**src/rtl/jtopl_eg_pipe.sv**
```systemverilog
`default_nettype none
// ============================================================================
//  Module   : jtopl_eg_pipe
//  Purpose  : Per-slot envelope state storage for the OPL envelope generator.
//             Holds {phase, attenuation, last key} for every slot in a
//             circular shift register and presents the head slot, key edges
//             and the global envelope counter to the envelope stages.
//  Revision : 1.0  initial release
// ============================================================================
module jtopl_eg_pipe #(
    parameter int SLOTS = 18
) (
    input  logic        clk,
    input  logic        rst_n,
    input  logic        cen,
    input  logic        keyon,
    input  logic [2:0]  state_next,
    input  logic [9:0]  eg_next,
    output logic        keyon_now,
    output logic        keyoff_now,
    output logic [2:0]  state_cur,
    output logic [9:0]  eg_cur,
    output logic [4:0]  slot,
    output logic        zero,
    output logic [14:0] eg_cnt
);

    localparam logic [2:0] c_ST_RELEASE = 3'b100;
    localparam logic [9:0] c_EG_MAX     = 10'h3FF;
    localparam logic [4:0] c_LAST_SLOT  = 5'(SLOTS - 1);

    // Entry 0 is the head (slot being processed), entry SLOTS-1 the tail.
    logic [2:0]  state_q [SLOTS];
    logic [9:0]  eg_q    [SLOTS];
    logic        kon_q   [SLOTS];

    logic [4:0]  slot_q;
    logic [4:0]  slot_d;
    logic        zero_q;
    logic [14:0] cnt_q;
    logic [14:0] cnt_d;
    logic        w_last;

    // Storage shift register: each entry moves one step toward the head,
    // the tail captures the freshly computed values for the retiring slot.
    generate
        for (genvar i = 0; i < SLOTS; i++) begin : g_entry
            if (i == SLOTS - 1) begin : g_tail
                // Tail entry loads the write-back values of the head slot
                always_ff @(posedge clk or negedge rst_n) begin
                    if (!rst_n) begin
                        state_q[i] <= c_ST_RELEASE;
                        eg_q[i]    <= c_EG_MAX;
                        kon_q[i]   <= 1'b0;
                    end else if (cen) begin
                        state_q[i] <= state_next;
                        eg_q[i]    <= eg_next;
                        kon_q[i]   <= keyon;
                    end
                end
            end else begin : g_body
                // Body entries take the value of their upstream neighbour
                always_ff @(posedge clk or negedge rst_n) begin
                    if (!rst_n) begin
                        state_q[i] <= c_ST_RELEASE;
                        eg_q[i]    <= c_EG_MAX;
                        kon_q[i]   <= 1'b0;
                    end else if (cen) begin
                        state_q[i] <= state_q[i+1];
                        eg_q[i]    <= eg_q[i+1];
                        kon_q[i]   <= kon_q[i+1];
                    end
                end
            end
        end
    endgenerate

    // Slot index wraps at the last slot; the envelope counter advances once
    // per full round, on the same edge as the slot wrap.
    always_comb begin
        w_last = (slot_q == c_LAST_SLOT);
        slot_d = w_last ? 5'd0 : slot_q + 5'd1;
        cnt_d  = w_last ? cnt_q + 15'd1 : cnt_q;
    end

    // Slot sequencer and global envelope counter registers
    always_ff @(posedge clk or negedge rst_n) begin
        if (!rst_n) begin
            slot_q <= 5'd0;
            zero_q <= 1'b1;
            cnt_q  <= 15'd0;
        end else if (cen) begin
            slot_q <= slot_d;
            zero_q <= w_last;
            cnt_q  <= cnt_d;
        end
    end

    assign state_cur  = state_q[0];
    assign eg_cur     = eg_q[0];
    assign slot       = slot_q;
    assign zero       = zero_q;
    assign eg_cnt     = cnt_q;
    assign keyon_now  = keyon & ~kon_q[0];
    assign keyoff_now = ~keyon & kon_q[0];

endmodule
`default_nettype wire

```
**config.mk**
```make
export PLATFORM = sky130hd
export DESIGN_NAME = jtopl_eg_pipe
export DESIGN_NICKNAME = d
export VERILOG_FILES = /design/src/rtl/jtopl_eg_pipe.sv
export SDC_FILE = /design/constraint.sdc
export NUM_CORES = 1
export LEC_CHECK = 0
export ABC_AREA = 0
export BUFFER_PORTS_ARGS = -buffer_cell sky130_fd_sc_hd__buf_2
export CAP_MARGIN = 20
export CORE_MARGIN = 2
export CORE_UTILIZATION = 25
export CTS_BUF_LIST = sky130_fd_sc_hd__clkbuf_8
export DETAILED_ROUTE_END_ITERATION = 10
export PLACE_DENSITY = 0.41
export SYNTH_ARGS = -nofsm -noshare
export SYNTH_HDL_FRONTEND = slang
export SYNTH_SLANG_ARGS = --single-unit
export TNS_END_PERCENT = 1
```
**constraint.sdc**
```tcl
create_clock -name clk -period 1.7 [get_ports clk]
set_input_delay 0 -clock clk [delete_from_list [all_inputs] [get_ports clk]]
set_output_delay 0 -clock clk [all_outputs]
set_load 0.01 [all_outputs]
```
## Yosys cells after proc, flatten, opt, wreduce, memory -nomap -nowiden

Index checks and enable logic that the tools add are counted.

| storage, ports and cells | value |
|---|---|
| bits in registers | 273 |
| bits in latches | 0 |
| RAM bits | 0 |
| ROM bits | 0 |
| input port bits | 17 |
| output and inout bits | 36 |
| logic and storage cells | 66 |
| memories kept | 0 |

| cells by class | value |
|---|---|
| $add $sub $neg | 2 |
| $mul | 0 |
| div/mod/pow operators | 0 |
| order comparisons | 0 |
| eq/ne operators | 1 |
| shifts and indexed selects | 0 |
| muxes and demuxes | 1 |
| bitwise logic cells | 4 |
| reduce and logical (&&, ||, !) cells | 1 |

Operators with widths:

| cell | number |
|---|---|
| 15-bit by 1-bit adder with 15-bit output, second input constant | 1 |
| 5-bit by 1-bit adder with 5-bit output, second input constant | 1 |
| 5-bit == test, second input constant | 1 |
| 5-bit two-way mux | 1 |
| 1-bit bitwise AND | 2 |
| 1-bit inverter | 2 |
| 2-bit AND reduction | 1 |

## Longest topological paths before layout

Gate-level depths: netlist of the first run.

| logic depth | value |
|---|---|
| word-level depth | 2 |
| depth in mapped cells | 6 |

## Least setup slack after synthesis of the first run

OpenSTA, ideal clock, no wires.

| path | value |
|---|---|
| path kind | flip-flop to flip-flop |
| start point | register slot_q[1] (netlist: slot[1]) |
| end point | register cnt_q[1] (netlist: eg_cnt[1]) |
| arrival | 1.458 ns |
| setup slack | 0.118 ns |
| stages on the path, launching flop included | 6 |
| period minus slack after synthesis | 1.582 ns |
| path through | dfrtp_1 > inv_1 > ha_1 > nand3b_1 > nor3b_2 > mux2_2 |

| on the way | value |
|---|---|
| cells in the longest elaborated chain, start to end | 2 |

RTL lines:

| element | RTL line | RTL |
|---|---|---|
| from (decl) | 37 | `logic [4:0] slot_q;` |
| from (signal assigned) | 93 | `slot_q <= slot_d;` |
| 5-bit == test | 81 | `w_last = (slot_q == c_LAST_SLOT);` |
| 2-bit AND reduction (no source line) | n/a |  |
| to (signal assigned) | 95 | `cnt_q <= cnt_d;` |
| to (decl) | 40 | `logic [14:0] cnt_q;` |

Every way passes these cells.
A chain may end at the register's enable or synchronous reset.

## Final worst setup path of the first run

| path | value |
|---|---|
| start point | register slot_q[1] (netlist: slot[1]) |
| end point | register cnt_q[10] (netlist: eg_cnt[10]) |

Same word-level chain as after synthesis.

==> results of run 1 <==
-- worst paths after layout --
kind / cells after the start / start / slack [ns] / endpoint
hold reg to reg: 1 / eg_cnt[14] / 0.46 / eg_cnt[14]
setup reg to reg: 6 / slot[1] / 0.1 / eg_cnt[10]
max in group asynchronous: 3 / rst_n / 1.13 / eg_q[64]
hold / removal: 2 / rst_n / 0.10 / state_cur[2]
min in group clk: 3 / state_next[0] / 0.21 / state_q[0]
setup / recovery: 6 / slot[1] / 0.1 / eg_cnt[10]
-- cells in the final DEF, fill, tap and decap left out, types with 4 or more instances in the layout --
cell / synthesis / layout
clkinv_2: 0 / 7
dlygate4sd3_1: 0 / 16
nand3_1: 4 / 4
inv_1: 2 / 24
dfstp_2: 199 / 199
xor2_1: 5 / 5
buf_2: 27 / 50
nand4_1: 7 / 7
buf_12: 0 / 7
buf_4: 13 / 10
dfrtp_1: 74 / 74
nor2_1: 5 / 5
nand2_1: 4 / 4
xnor2_1: 10 / 10
mux2_2: 254 / 254
and3_1: 4 / 4
clkbuf_8: 0 / 59
-- cells by family after synthesis --
| kind of cell | after synthesis |
|---|---|
| AO/OA/AOI/OAI | 5 |
| XOR/XNOR | 15 |
| buffers and inverters | 44 |
| flip-flops | 273 |
| adder cells (fa/ha/maj) | 3 |
| AND/OR/NAND/NOR | 35 |
| multiplexers | 254 |
-- worst register-to-register path, delay by kind of cell (launching register included) --
family / cells / cell delay, ns
buf+inv: 1 / 0.09
fa+ha+maj: 1 / 0.17
simple gates: 3 / 0.72
flops: 1 / 0.40
xor+xnor: 1 / 0.15
-- flip-flops by register name, indices dropped and copies added, names as in the netlist --
signal / cells
eg_cnt: 15
eg_cur: 10
eg_q: 170
kon_q: 18
slot: 5
state_cur: 3
state_q: 51
zero: 1
-- metrics by stage --
step                cell area, um2  power [uW]  std cells
finish                       12700       20600       1301
CTS                          12600       21100       1299
floorplan                    10600       13900        629
global route                 12700       22000       1301
detailed placement           11500       14900       1192
global placement             11500       14700       1192
-- synth_stat cells --
library cell / number
dfstp_2: 199
o21ai_0: 2
xnor2_1: 10
mux2_2: 254
nor3b_2: 1
nor2_1: 5
nor2b_1: 2
nand4_1: 7
nand3b_1: 1
nand2_1: 4
and3_1: 4
or3_1: 1
buf_2: 27
xor2_1: 5
buf_4: 13
a21oi_1: 1
clkbuf_1: 2
nor3_1: 1
ha_1: 3
nand3_1: 4
a21o_1: 2
dfrtp_1: 74
and4bb_4: 1
and4_1: 3
and3_2: 1
inv_1: 2
-- report_power, final --
part / internal [uW] / leakage, uW / total (uW) / switching, uW
clock network: 3280 / 0.000583 / 5880 / 2600
logic: 2150 / 0.00167 / 3340 / 1190
registers: 10200 / 0.00301 / 11400 / 1170
total: 15700 / 0.00526 / 20600 / 4960
-- repair_timing --
item | 4_1_cts | 5_1_grt
setup endpoints to repair | 0 | 5
hold endpoints to repair | 145 | 0
gates resized for setup | 0 | 1
setup buffers | 0 | 2
hold buffers | 17 | 0
-- final cells by class --
| class | count | area share [%] |
|---|---|---|
| Clock inverter | 31 | 1.23 |
| Inverter | 2 | 0.0593 |
| Multi-Input combinational cell | 312 | 25.9 |
| Timing Repair Buffer | 85 | 5.18 |
| Clock buffer | 59 | 6.41 |
| Tap cell | 539 | 5.33 |
| Sequential cell | 273 | 55.9 |
-- layer usage --
metal | wire, um | GRT usage, %
met1 | 8040 | 10.7
met2 | 7640 | 12.1
met3 | 941 | 2.61
met4 | 500 | 3.67
met5 | 0 | 0
==> impl_metrics.json, run 1 <==
{
  "critical_path_buf_inv_count": 1,
  "grt_start_max_net_pins": 83,
  "hold_violations": 0,
  "netlist_area_um2": 10600,
  "wl_per_cell_um": 13.2,
  "crit_type": "reg -> reg",
  "clk_latency_ns": 0.55,
  "die_h_um": 210,
  "grt_pass1_vias": 5745,
  "synth_fp_nets": 649,
  "critical_path_arrival_ns": 2.09,
  "yosysWarnings": 0,
  "fin_util_pct": 30.2,
  "finalCritPeriodShare_pct": 94.4,
  "remaining_drc_errors": 0,
  "max_cap_viol_count": 0,
  "critPathLaunchType": "register",
  "row_count": 75,
  "min_path_type": "in -> async",
  "synth_top_area_share_pct": 49.3,
  "muxShareOfSynthArea_pct": 27.0,
  "portBuffers": 52,
  "track_usage_pct": 8.07,
  "finalClockSkew_ns": 0.0161,
  "synth_top_family_by_area": "multiplexers",
  "setup_viol_count_final": 0,
  "leakage_uw": 0.00526,
  "cts_buffer_depth": 3,
  "antenna_found_initial": 0,
  "initial_core_util_pct": 25.3,
  "setup_tns_ns": 0,
  "diodes": 0,
  "synth_seq_cells": 273,
  "relSlewSlack_pct": 70.1,
  "seq_area_frac_synth_pct": 66.8,
  "setup_ws_ns": 0.0952,
  "hpwlAfterDp_um": 10100,
  "vias": 5304,
  "core_area_um2": 41900,
  "multi_input_area_um2": 3280,
  "cts_root_buf": "clkbuf_8",
  "fillers": 4117,
  "first_pass_iters": 4,
  "tightest_slew_ns": 0.449,
  "path_delay_family": "simple AND/OR/NAND/NOR gates",
  "area_growth_pct": 19.4,
  "io_pins": 53,
  "fp.dieW_um": 210,
  "place_congestion": 0.721,
  "path_clk_slew_ns": 0.06,
  "power_density_nw_per_um2": 1630,
  "slew_viol_final": 0,
  "htree_levels": 2,
  "cts_tree": "yes",
  "max_freq_mhz": 623,
  "dieArea_um2": 44100,
  "cts_inserted_buffers": 49,
  "synth.avg_cell_area_um2": 16.9,
  "routed_wl_um": 17100,
  "finalNetCount": 743,
  "area.sequential_um2": 7080,
  "critPathCaptureType": "register",
  "path_cells": "inv_1 -> ha_1 -> and4bb_4 -> and3_4 -> and4_1 -> xor2_1",
  "synth.distinct_cells": 26,
  "status": "completed",
  "hold_slack_ns": 0.102,
  "rsz0062_at_grt": "yes",
  "cts_sinks": 273,
  "viasPerCell": 4.08,
  "synthAdderAreaFrac_pct": 0.354,
  "ir_drop_uv": 478,
  "gr-total-overflow": 0,
  "grt_first_pass_wirelength_um": 29600,
  "first_iter_violations": 257,
  "synth-compound-area-share_pct": 0.283,
  "final_layout_size_suffix_gt1_share_pct": 77.8,
  "post-route-min-period_ns": 1.60,
  "crit_required_ns": 2.18,
  "cp_slowest_cell": "dfrtp_1",
  "synthXorXnorAreaFrac_pct": 1.24,
  "crit_path_max_fanout": 5,
  "synth_top_cell_by_area": "dfstp_2",
  "synthCells": 629,
  "synth_simple_gate_area_share_pct": 2.04,
  "cp_slowest_stage_delay_ns": 0.40,
  "dp_slack_ns": 0.0585,
  "ant_nets": 0,
  "ys_top_cells_by_area": "dfstp_2 (49%), mux2_2 (27%), dfrtp_1 (17%)"
}
Power figures use the tool's default switching activity.
==> run 2, diff against run 1 <==
- PLACE_DENSITY: 0.41 -> 0.43
- clock period: 1.7 -> 1.4 ns (I/O delays scaled with it)
==> run 2 against run 1 <==
Net effect:
- fmax rose by 7.2%
- setup slack got worse by 0.19 ns
- largest cell class unchanged
- critical path depth did not move
- combinational power rose by 25%
- routed wire length fell by 0.27%
- clock skew fell by 0.0055 ns
- core utilization rose by 0.29 points
- the run now ends with negative setup slack left
- total power rose by 20%
- via count rose by 1.2%
- clock power rose by 13%
- critical path type unchanged
- first-iteration DRC count fell by 43%
- cell area rose by 0.96%
==> impl_metrics.json, run 2 (same netlist as run 1, synthesis figures left out) <==
{
  "finalClockSkew_ns": 0.0106,
  "slew_viol_final": 0,
  "critical_path_arrival_ns": 1.98,
  "cts_tree": "yes",
  "post-route-min-period_ns": 1.50,
  "io_pins": 53,
  "area_growth_pct": 20.6,
  "die_h_um": 210,
  "leakage_uw": 0.00534,
  "multi_input_area_um2": 3300,
  "max_freq_mhz": 668,
  "viasPerCell": 4.08,
  "portBuffers": 52,
  "hpwlAfterDp_um": 10500,
  "critPathLaunchType": "register",
  "cts_sinks": 273,
  "hold_violations": 0,
  "largest_reg_flops": 170,
  "initial_core_util_pct": 25.3,
  "track_usage_pct": 8.14,
  "fp.dieW_um": 210,
  "power_density_nw_per_um2": 1930,
  "first_iter_violations": 146,
  "ir_drop_uv": 657,
  "wl_per_cell_um": 13.0,
  "ant_nets": 0,
  "row_count": 75,
  "area.sequential_um2": 7080,
  "fin_util_pct": 30.5,
  "violations": "negative setup slack",
  "remaining_drc_errors": 0,
  "grt_pass1_vias": 6007,
  "cts_buffer_depth": 3,
  "finalNetCount": 762,
  "setup_ws_ns": -0.0968,
  "first_pass_iters": 4,
  "r2r_slack_ns": -0.1,
  "min_path_type": "in -> reg",
  "clk_latency_ns": 0.56,
  "final_layout_size_suffix_gt1_share_pct": 78.1,
  "cts_root_buf": "clkbuf_8",
  "dieArea_um2": 44100,
  "setup_viol_count_final": 8,
  "htree_levels": 2,
  "antenna_found_initial": 0,
  "core_area_um2": 41900,
  "fillers": 4123,
  "grt_start_max_net_pins": 57,
  "crit_required_ns": 1.89,
  "finalCritPeriodShare_pct": 107,
  "cts_inserted_buffers": 49,
  "grt_first_pass_wirelength_um": 29900,
  "critPathCaptureType": "register",
  "finalPower_uw": 24700,
  "path_clk_slew_ns": 0.05,
  "relSlewSlack_pct": 67.3,
  "crit_type": "reg -> reg",
  "routed_wl_um": 17100,
  "reg.largest.list": "eg_q: 170 flops, state_q: 51 flops, kon_q: 18 flops",
  "gr-total-overflow": 0,
  "final_common_cell": "mux2_2",
  "diodes": 0,
  "vias": 5365,
  "status": "complete, but fails checks",
  "regMostFlops": "eg_q",
  "layout_common_cells": "mux2_2 (253), dfstp_2 (199), dfrtp_1 (72), clkbuf_8 (55), buf_2 (49)",
  "tightest_slew_ns": 0.490,
  "rsz0062_at_grt": "yes",
  "dp_slack_ns": -0.100,
  "place_congestion": 0.731,
  "max_cap_viol_count": 0,
  "crit_path_max_fanout": 4
}
## run 2: changes by cell type in the layout (fill, tap and decap cells not counted), sizes merged
cell	delta
buf	+17
clkinvlp	-1
clkbuf	-4
inv	+5
bufinv	-1
clkinv	-5
dlygate4sd3	+2
## run 2: power breakdown
| part | total, uW | leakage [uW] | internal, uW | switching [uW] |
|---|---|---|---|---|
| logic | 4190 | 0.00178 | 2710 | 1480 |
| clock network | 6660 | 0.000547 | 3560 | 3100 |
| registers | 13800 | 0.00301 | 12400 | 1420 |
| total | 24700 | 0.00534 | 18700 | 5990 |
## run 2: metrics by stage
stage                     std cells  area, um2  hold WS, ns  setup TNS [ns]
final                          1314      12800        0.207          -0.423
after global routing           1314      12800        0.192           -1.90
after CTS                      1314      12800        0.158          -0.397
after detailed placement       1211      11700      -0.0213          -0.580
after global placement         1211      11700      -0.0269          -0.205
after floorplan                 629      10600       -0.296          -0.612
## run 2: metal layers
layer | GRT usage, % | vias up | share of wire (%)
met5 | 0 | - | 0
met4 | 3.82 | 0 | 3.3
met3 | 2.44 | 56 | 5.3
met2 | 12.7 | 111 | 46
met1 | 10.4 | 2750 | 46
li1 | - | 2448 | -
## run 2: area by class of cell
cell class | instances | area share [%]
clock buffer | 55 | 5.92
clock inverter | 29 | 0.969
inverter | 2 | 0.0587
multi-input combinational | 312 | 25.8
sequential | 273 | 55.4
tap | 539 | 5.27
timing repair buffer | 104 | 6.56
## run 2: critical path, stage by stage, from the launching register on
cell	delay, ns
dfrtp_1	0.39
inv_2	0.08
ha_4	0.13
and4bb_4	0.25
and3_4	0.20
and4_1	0.23
xor2_1	0.14
## run 2: path summary, 6_finish.rpt
kind | cells after the start | end | startpoint
max in group asynchronous | 4 | eg_q[143] | rst_n
min in group asynchronous | 3 | kon_q[10] | rst_n
worst max-delay path | 6 | eg_cnt[10] | slot[1]
worst min-delay path | 3 | state_q[0] | state_next[0]
worst min register to register | 1 | eg_cnt[14] | eg_cnt[14]
worst max register to register | 6 | eg_cnt[10] | slot[1]
## run 2: repair_timing
item,4_1_cts,5_1_grt
pin swaps,1,1
gates resized for setup,4,1
hold buffers,18,0
endpoints found under the setup margin,13,20
hold endpoints to repair,267,0
setup buffers,1,0
